`config.mk`:
```
export PLATFORM = sky130hd
export DESIGN_NAME = jk_bank_driver_flat
export DESIGN_NICKNAME = d
export VERILOG_FILES = /design/src/rtl/jk_pkg.sv /design/src/rtl/jk_bank_driver_if.sv /design/src/rtl/jk_bank_driver.sv /design/src/flat_wrapper.sv
export SDC_FILE = /design/constraint.sdc
export NUM_CORES = 1
export LEC_CHECK = 0
export CAP_MARGIN = 20
export CORE_MARGIN = 5
export CORE_UTILIZATION = 25
export CTS_CLUSTER_SIZE = 8
export DETAILED_ROUTE_END_ITERATION = 7
export GPL_ROUTABILITY_DRIVEN = 1
export PLACE_DENSITY = 0.54
export SLEW_MARGIN = 40
export SYNTH_ARGS = -nofsm -noshare
export SYNTH_HDL_FRONTEND = slang
export SYNTH_SLANG_ARGS = --single-unit
```
`constraint.sdc`:
```
create_clock -name i_clk -period 1.6 [get_ports i_clk]
set_input_delay 0.32 -clock i_clk [delete_from_list [all_inputs] [get_ports i_clk]]
set_output_delay 0.32 -clock i_clk [all_outputs]
set_load 0.01 [all_outputs]
```
`src/rtl/jk_pkg.sv`:
```
// Shared encodings and the per-bit excitation helper for the JK bank driver.
package jk_pkg;

    typedef enum logic [1:0] {
        IDLE  = 2'd0,
        DRIVE = 2'd1,
        CHECK = 2'd2
    } state_t;

    // {J,K} excitation codes
    localparam logic [1:0] JK_HOLD = 2'b00;
    localparam logic [1:0] JK_RST  = 2'b01;
    localparam logic [1:0] JK_SET  = 2'b10;
    localparam logic [1:0] JK_TOG  = 2'b11;

    // Set/reset excitation that moves a cell from q to target; hold when already there.
    function automatic logic [1:0] jk_excite(input logic target, input logic q);
        if (target == q)
            return JK_HOLD;
        else if (target)
            return JK_SET;
        else
            return JK_RST;
    endfunction

endpackage

```
`src/rtl/jk_bank_driver_if.sv`:
```
// Request/response and cell-side signal bundle for the JK bank driver.
interface jk_bank_driver_if #(
    parameter int WIDTH = 4
);
    logic             req_valid;
    logic             req_ready;
    logic             req_mode;
    logic [WIDTH-1:0] req_data;
    logic [WIDTH-1:0] q_fb;
    logic [WIDTH-1:0] j_out;
    logic [WIDTH-1:0] k_out;
    logic             busy;
    logic             done;
    logic             err;
    logic [WIDTH-1:0] fail_bits;

    modport master (
        output req_valid, req_mode, req_data, q_fb,
        input  req_ready, j_out, k_out, busy, done, err, fail_bits
    );

    modport slave (
        input  req_valid, req_mode, req_data, q_fb,
        output req_ready, j_out, k_out, busy, done, err, fail_bits
    );
endinterface

```
`src/rtl/jk_bank_driver.sv`:
```
// Drives J/K excitation into a bank of external JK cells, reads Q back,
// verifies against the expected vector and retries up to MAX_RETRY times.
module jk_bank_driver
    import jk_pkg::*;
#(
    parameter int WIDTH     = 4,
    parameter int MAX_RETRY = 2
) (
    input  logic            i_clk,
    input  logic            i_rst_n,
    jk_bank_driver_if.slave bus
);

    localparam logic [2:0] MAX_R = 3'(MAX_RETRY);

    state_t           r_state;
    state_t           w_next;
    logic             r_mode;
    logic             r_first;
    logic [WIDTH-1:0] r_data;
    logic [WIDTH-1:0] r_expected;
    logic [WIDTH-1:0] r_fail_bits;
    logic [2:0]       r_retry;
    logic             r_done;
    logic             r_err;

    logic             w_accept;
    logic             w_match;
    logic [WIDTH-1:0] w_j;
    logic [WIDTH-1:0] w_k;

    assign w_accept = bus.req_valid && (r_state == IDLE);
    assign w_match  = (bus.q_fb == r_expected);

    always_ff @(posedge i_clk or negedge i_rst_n) begin
        if (!i_rst_n)
            r_state <= IDLE;
        else
            r_state <= w_next;
    end

    always_comb begin
        w_next = r_state;
        case (r_state)
            IDLE:    if (w_accept) w_next = DRIVE;
            DRIVE:   w_next = CHECK;
            CHECK:   w_next = (w_match || (r_retry == MAX_R)) ? IDLE : DRIVE;
            default: w_next = IDLE;
        endcase
    end

    // First pass in toggle mode uses JK_TOG on the mask; every other pass,
    // including retries of a toggle request, steers each cell toward a known value.
    for (genvar gi = 0; gi < WIDTH; gi++) begin : g_bit
        logic [1:0] w_code;
        always_comb begin
            w_code = JK_HOLD;
            if (r_state == DRIVE) begin
                if (r_first && r_mode)
                    w_code = r_data[gi] ? JK_TOG : JK_HOLD;
                else
                    w_code = jk_excite(r_first ? r_data[gi] : r_expected[gi], bus.q_fb[gi]);
            end
        end
        assign w_j[gi] = w_code[1];
        assign w_k[gi] = w_code[0];
    end

    always_ff @(posedge i_clk or negedge i_rst_n) begin
        if (!i_rst_n) begin
            r_mode      <= 1'b0;
            r_first     <= 1'b0;
            r_data      <= '0;
            r_expected  <= '0;
            r_fail_bits <= '0;
            r_retry     <= '0;
            r_done      <= 1'b0;
            r_err       <= 1'b0;
        end else begin
            r_done <= 1'b0;
            r_err  <= 1'b0;
            case (r_state)
                IDLE: begin
                    if (w_accept) begin
                        r_mode      <= bus.req_mode;
                        r_data      <= bus.req_data;
                        r_first     <= 1'b1;
                        r_retry     <= '0;
                        r_fail_bits <= '0;
                    end
                end
                DRIVE: begin
                    if (r_first) begin
                        r_expected <= r_mode ? (bus.q_fb ^ r_data) : r_data;
                        r_first    <= 1'b0;
                    end
                end
                CHECK: begin
                    r_fail_bits <= bus.q_fb ^ r_expected;
                    if (w_match)
                        r_done <= 1'b1;
                    else if (r_retry < MAX_R)
                        r_retry <= r_retry + 3'd1;
                    else
                        r_err <= 1'b1;
                end
                default: ;
            endcase
        end
    end

    assign bus.req_ready = (r_state == IDLE);
    assign bus.busy      = (r_state != IDLE);
    assign bus.j_out     = w_j;
    assign bus.k_out     = w_k;
    assign bus.done      = r_done;
    assign bus.err       = r_err;
    assign bus.fail_bits = r_fail_bits;

endmodule

```
`src/flat_wrapper.sv`:
```
// flat-port wrapper written by rule: the top's interface ports become plain ports
module jk_bank_driver_flat import jk_pkg::*;
#(
    parameter int WIDTH     = 4,
    parameter int MAX_RETRY = 2
)
  (i_clk, i_rst_n, bus_req_valid, bus_req_mode, bus_req_data, bus_q_fb, bus_req_ready, bus_j_out, bus_k_out, bus_busy, bus_done, bus_err, bus_fail_bits);
  jk_bank_driver_if #(.WIDTH(WIDTH)) bus_i ();
  input  logic i_clk;
  input  logic i_rst_n;
  input wire logic [$bits(bus_i.req_valid)-1:0] bus_req_valid;
  input wire logic [$bits(bus_i.req_mode)-1:0] bus_req_mode;
  input wire logic [$bits(bus_i.req_data)-1:0] bus_req_data;
  input wire logic [$bits(bus_i.q_fb)-1:0] bus_q_fb;
  output wire logic [$bits(bus_i.req_ready)-1:0] bus_req_ready;
  output wire logic [$bits(bus_i.j_out)-1:0] bus_j_out;
  output wire logic [$bits(bus_i.k_out)-1:0] bus_k_out;
  output wire logic [$bits(bus_i.busy)-1:0] bus_busy;
  output wire logic [$bits(bus_i.done)-1:0] bus_done;
  output wire logic [$bits(bus_i.err)-1:0] bus_err;
  output wire logic [$bits(bus_i.fail_bits)-1:0] bus_fail_bits;
  assign bus_i.req_valid = bus_req_valid;
  assign bus_i.req_mode = bus_req_mode;
  assign bus_i.req_data = bus_req_data;
  assign bus_i.q_fb = bus_q_fb;
  assign bus_req_ready = bus_i.req_ready;
  assign bus_j_out = bus_i.j_out;
  assign bus_k_out = bus_i.k_out;
  assign bus_busy = bus_i.busy;
  assign bus_done = bus_i.done;
  assign bus_err = bus_i.err;
  assign bus_fail_bits = bus_i.fail_bits;
  jk_bank_driver #(.WIDTH(WIDTH), .MAX_RETRY(MAX_RETRY)) u_core (.i_clk(i_clk), .i_rst_n(i_rst_n), .bus(bus_i));
endmodule
```
==> results of run 1 <==
Yosys cell counts, types with 5 or more instances:
cell type | number | share of area, %
mux2_2 | 5 | 4.9
nor3b_1 | 8 | 5.2
o21ai_0 | 13 | 5.6
nand3_1 | 5 | 2.2
nand2_1 | 15 | 4.9
nor2_1 | 12 | 3.9
dfrtp_1 | 21 | 45
metal layers:
metal / part of all wire, % / vias up / global-route usage [%]
met5: 0 / - / 0
met2: 52 / 24 / 19.0
met1: 41 / 540 / 12.4
met3: 5.0 / 6 / 3.43
met4: 2.4 / 0 / 4.39
li1: - / 562 / -
repair_timing:
action,4_1_cts,5_1_grt
buffers inserted,6,1
endpoints found under the setup margin,13,10
pin swaps,11,8
gates resized for setup,60,11
power by group:
group	switching [mW]	internal, mW	total, mW	leakage (nW)
clock	0.183	0.174	0.357	0.0255
sequential	0.195	0.748	0.944	0.265
combinational	1.00	1.22	2.23	0.610
placed cells by master (no fill, tap or decap), types with 5 or more instances in the layout:
| master | synthesis | routed |
|---|---|---|
| nand3_1 | 5 | 5 |
| dlygate4sd2_1 | 0 | 6 |
| buf_6 | 1 | 6 |
| mux2_2 | 5 | 5 |
| dfrtp_1 | 21 | 20 |
| o21ai_0 | 13 | 9 |
| buf_2 | 3 | 8 |
| buf_4 | 0 | 33 |
| clkdlybuf4s50_1 | 0 | 13 |
| nor2_1 | 12 | 11 |
| nand2_1 | 15 | 13 |
per-stage QoR:
step / power (mW) / hold slack [ns] / instance area [sq um]
after floorplan: 1.84 / 0.0244 / 1160
after global placement: 2.72 / 0.492 / 1710
after detailed placement: 2.79 / 0.492 / 1710
after CTS: 3.39 / 0.409 / 1830
after global routing: 3.77 / 0.426 / 1900
final: 3.53 / 0.403 / 1900
registers in the layout, indices dropped and copies added (netlist names):
signal / cells
u_core.r_state: 2
u_core.bus.err: 1
u_core.r_expected: 4
u_core.r_data: 4
u_core.r_mode: 1
u_core.r_retry: 3
u_core.bus.fail_bits: 4
u_core.bus.done: 1
u_core.r_first: 1
final timing paths:
check / end / cells after the start / start
worst max-delay path: bus_k_out[3] / 7 / u_core.r_mode
worst min-delay path: u_core.r_data[2] / 2 / i_rst_n
worst max register to register: u_core.r_retry[0] / 6 / u_core.r_expected[2]
worst min register to register: u_core.bus.fail_bits[1] / 2 / u_core.bus.fail_bits[1]
max in group asynchronous: u_core.r_mode / 2 / i_rst_n
min in group i_clk: u_core.bus.fail_bits[1] / 2 / u_core.bus.fail_bits[1]
cell type report:
type	count	area [sq um]
clock buffer	3	41.3
fill	418	2520
tap	52	65.1
timing repair buffer	67	558
inverter	4	15.0
clock inverter	1	5.00
multi-input combinational	94	687
sequential	21	527
cell families (layout without fill, tap and decap cells):
group | after synthesis | after routing | share of synthesized area, %
AND/OR/NAND/NOR | 52 | 52 | 23.2
AO/OA/AOI/OAI | 26 | 26 | 13.3
flip-flops | 21 | 21 | 45.4
buffers and inverters | 10 | 75 | 4.21
XOR/XNOR | 8 | 8 | 6.05
multiplexers | 6 | 6 | 5.72
adder cells (fa/ha/maj) | 2 | 2 | 2.16
==> run_results.csv, run 1 <==
group,metric,value,unit
placement,routabilityCongestion,0.810,
finish,final_net_count,205,
outcome,violations,"negative setup slack",
grt,antenna_found_initial,0,
setup_path,r2r_slack,0.08,ns
timing,maxSlewViolCount,0,
timing,fin_setup_tns,-1.02,ns
grt,grt_use_total,11.0,%
timing,fmax,0.557,GHz
timing,relSlewSlack,80.9,%
power_and_ir_drop,powerDensity,1860,nW/um^2
drt,ant_nets,0,
drt,drt_wl_total,3370,um
setup_path,startpoint_type,"flop",
drt,dr.pass1.iters,6,
cts,cts_root_buffer,"clkbuf_8",
placement,place_inst,231,
setup_path,worstPathMaxFanout,4,
cts,cts_inserted_buffers,3,
run,drv_cap,0,
drt,dr_total_vias,1132,
setup_path,cpPeakStageDelay,0.47,ns
timing,tightest_slew,0.287,ns
setup_path,end_kind,"output port",
timing,hold_viol,0,
cts,cts_max_level,1,
timing,rsz0062_at_grt,"true",
timing,min_period_over_period,112,%
grt,grt_overflow,0,
logic_synthesis,synthArstFlopShare,100,%
setup_path,crit_type,"flop to output port",
setup_path,critPathSlowestCell,"dfrtp_2",
grt,grt_pass1_vias,1195,
cts,cts_tree,"done",
cts,clock_latency,0.26,ns
die,fp.dieH,78.1,um
placement,dp_slack,-0.624,ns
cts,cts_buffer_depth,2,
cts,cts.sinks,21,
die,dieArea,6100,sq um
finish,syn2layout_area_growth,63.8,%
drt,drt-vias-per-instance,4.68,
placement,port-buffer-count,27,
setup_path,crit_chain,"buf_6, buf_4, nand2_2, o21ai_2, a21oi_1, nor2_1, buf_2",
logic_synthesis,ys_types,28,
finish,final_util,43.0,%
logic_synthesis,synth_area_per_cell,9.27,sq um
finish,drive_gt1_share,39.5,%
cts,clk_pin_slew,0.08,ns
timing,worst_slack,-0.196,ns
logic_synthesis,synth_flop_cell,"dfrtp_1",
logic_synthesis,synthesis.instances,125,
drt,avgRoutedWirePerCell,13.9,um
logic_synthesis,syn_area,1160,sq um
die,core,4410,sq um
outcome,outcome,"finished with violations",
finish,antenna_cells,0,
die,die_w,78.1,um
logic_synthesis,synth_enable_flop_cells,0,
grt,grt_start_max_net_pins,22,
setup_path,critPathArrivalTime,1.48,ns
logic_synthesis,yosysWarnings,0,
power_and_ir_drop,leakagePower,0.901,nW
placement,dpl.hpwl,2380,um
grt,grt_pass1_wl,5430,um
setup_path,critPathRequiredTime,1.28,ns
drt,drtIter0Drc,29,
setup_path,cpLargestDelayFamily,"flip-flops",
timing,skew,0.00342,ns
setup_path,path_buf_inv,3,
min_path,worstHoldPathType,"input port to asynchronous set/reset pin",
timing,period_needed,1.80,ns
timing,finalSetupViolations,8,
finish,final_cells,242,
die,io_pins,28,
logic_synthesis,seq_area_frac_synth,45.4,%
logic_synthesis,synth.ff_latch_count,21,
die,start_util,26.2,%
die,rows,24,
power_and_ir_drop,ir_worst_vdd,0.639,mV
cts,cts_hold_buf,0,
drt,drc,0,
logic_synthesis,syn_nets,139,
Note: power is estimated with default switching activity, not from simulation.
==> run 2, diff against run 1 <==
CAP_MARGIN = not set   (was 20)
==> results of run 2 <==
The final DEF is identical to that of run 1; final timing and power are the same.
==> run 3, diff against run 2 <==
CTS_CLUSTER_DIAMETER = 60   (was not set)
clock period = 1.7 ns   (was 1.6 ns; I/O delays follow)
==> run_results.csv, run 3 (synthesized netlist as in run 1, its figures left out) <==
group,metric,value,unit
cts,clock_latency,0.26,ns
grt,grt_pass1_wl,5060,um
timing,relSlewSlack,79.4,%
min_path,worstHoldPathType,"input port to asynchronous set/reset pin",
setup_path,startpoint_type,"flop",
cts,cts_tree,"done",
power_and_ir_drop,ir_worst_vdd,0.810,mV
cts,cts_root_buffer,"clkbuf_8",
drt,drc,0,
timing,skew,0.00717,ns
drt,wl_met1,1370,um
timing,hold_viol,0,
drt,wl_met3,151,um
power_and_ir_drop,powerDensity,1710,nW/um^2
cts,cts_hold_buf,0,
die,io_pins,28,
cts,cts.sinks,21,
timing,period_needed,1.76,ns
cts,clk_pin_slew,0.08,ns
timing,finalSetupViolations,5,
timing,rsz0062_at_grt,"true",
timing,maxSlewViolCount,0,
power_and_ir_drop,pwr-share-clk,10.4,%
grt,antenna_found_initial,0,
finish,final_common_cell,"buf_4",
placement,routabilityCongestion,0.758,
finish,final_cell_mix,"buf_4, dfrtp_1, nand2_1, clkdlybuf4s50_1, nor2_1",
finish,syn2layout_area_growth,58.4,%
drt,drtIter0Drc,55,
power_and_ir_drop,p_comb_share,61.5,%
power_and_ir_drop,switchingPower,1.21,mW
grt,grt_pass1_vias,1033,
drt,met2WireLength,1520,um
finish,drive_gt1_share,37.6,%
power_and_ir_drop,leakagePower,0.866,nW
setup_path,crit_type,"flop to output port",
timing,fmax,0.569,GHz
setup_path,end_kind,"output port",
setup_path,path_buf_inv,2,
die,die_w,78.1,um
setup_path,r2r_slack,0.20,ns
drt,ant_nets,0,
setup_path,critPathSlowestCell,"dfrtp_2",
setup_path,cpPeakStageDelay,0.44,ns
drt,dr_total_vias,1074,
power_and_ir_drop,power_frac_seq,28.1,%
setup_path,critPathArrivalTime,1.42,ns
run,drv_cap,0,
finish,final_net_count,201,
drt,drt-vias-per-instance,4.51,
drt,dr.pass1.iters,3,
setup_path,crit_chain,"buf_6, or2b_1, a31oi_1, nor2_1, buf_2",
finish,antenna_cells,0,
drt,drt_wl_total,3090,um
drt,highest_layer,"met4",
grt,grt_overflow,0,
timing,fin_setup_tns,-0.158,ns
cts,cts_max_level,1,
die,fp.dieH,78.1,um
die,core,4410,sq um
drt,avgRoutedWirePerCell,13.0,um
timing,worst_slack,-0.0562,ns
grt,grt_use_total,10.2,%
timing,tightest_slew,0.310,ns
outcome,violations,"negative setup slack",
grt,grt_start_max_net_pins,22,
placement,port-buffer-count,27,
setup_path,worstPathMaxFanout,5,
power_and_ir_drop,intPower,1.94,mW
setup_path,critPathRequiredTime,1.36,ns
setup_path,cpLargestDelayFamily,"flip-flops",
power_and_ir_drop,switching_share,38.4,%
cts,cts_buffer_depth,2,
cts,cts_inserted_buffers,3,
die,start_util,26.2,%
die,rows,24,
outcome,outcome,"finished with violations",
die,dieArea,6100,sq um
timing,whs,0.425,ns
placement,dpl.hpwl,2210,um
timing,min_period_over_period,103,%
==> run 3: metal layers <==
metal / GRT usage, % / vias to the layer above
li1: - / 552
met1: 13.0 / 497
met2: 16.4 / 20
met3: 3.32 / 5
met4: 3.38 / 0
met5: 0 / -
==> run 3: stage by stage <==
stage	power, mW	instance area [sq um]	worst slack (ns)	util [%]	instances
5_1_grt	3.41	1840	-0.137	41.6	238
3_3_place_gp	2.53	1690	-0.530	38.2	228
6_report	3.15	1840	-0.0562	41.6	238
3_5_place_dp	2.57	1690	-0.549	38.2	228
2_1_floorplan	1.73	1160	0.252	-	125
4_1_cts	3.05	1780	-0.159	40.2	236
==> run 3: power by group through the flow <==
stage | logic [mW] | clock network (mW) | registers, mW
final | 1.94 | 0.327 | 0.883
after global routing | 2.13 | 0.360 | 0.915
after detailed placement | 1.67 | 0 | 0.899
after floorplan | 0.845 | 0 | 0.886
after CTS | 1.84 | 0.344 | 0.871
after global placement | 1.64 | 0 | 0.891
==> run 3: repair_timing <==
item,CTS,global route
gates cloned,0,1
setup endpoints to repair,11,9
pin swaps,9,8
setup buffers,4,1
resized for setup,52,12
==> run 3: worst paths after layout <==
check,from,endpoint,cells past startpoint
setup / recovery,u_core.r_mode,bus_j_out[0],5
hold / removal,i_rst_n,u_core.bus.err,2
setup reg to reg,u_core.r_expected[1],u_core.r_retry[0],5
hold reg to reg,u_core.bus.fail_bits[3],u_core.bus.fail_bits[3],2
max in group asynchronous,i_rst_n,u_core.r_first,2
min in group i_clk,u_core.bus.fail_bits[3],u_core.bus.fail_bits[3],2
==> run 3: final cells by class <==
type / count / area [sq um]
Sequential cell: 21 / 528
Clock buffer: 4 / 45.0
Timing Repair Buffer: 63 / 522
Fill cell: 427 / 2580
Tap cell: 52 / 65.1
Multi-Input combinational cell: 94 / 661
Inverter: 4 / 15.0
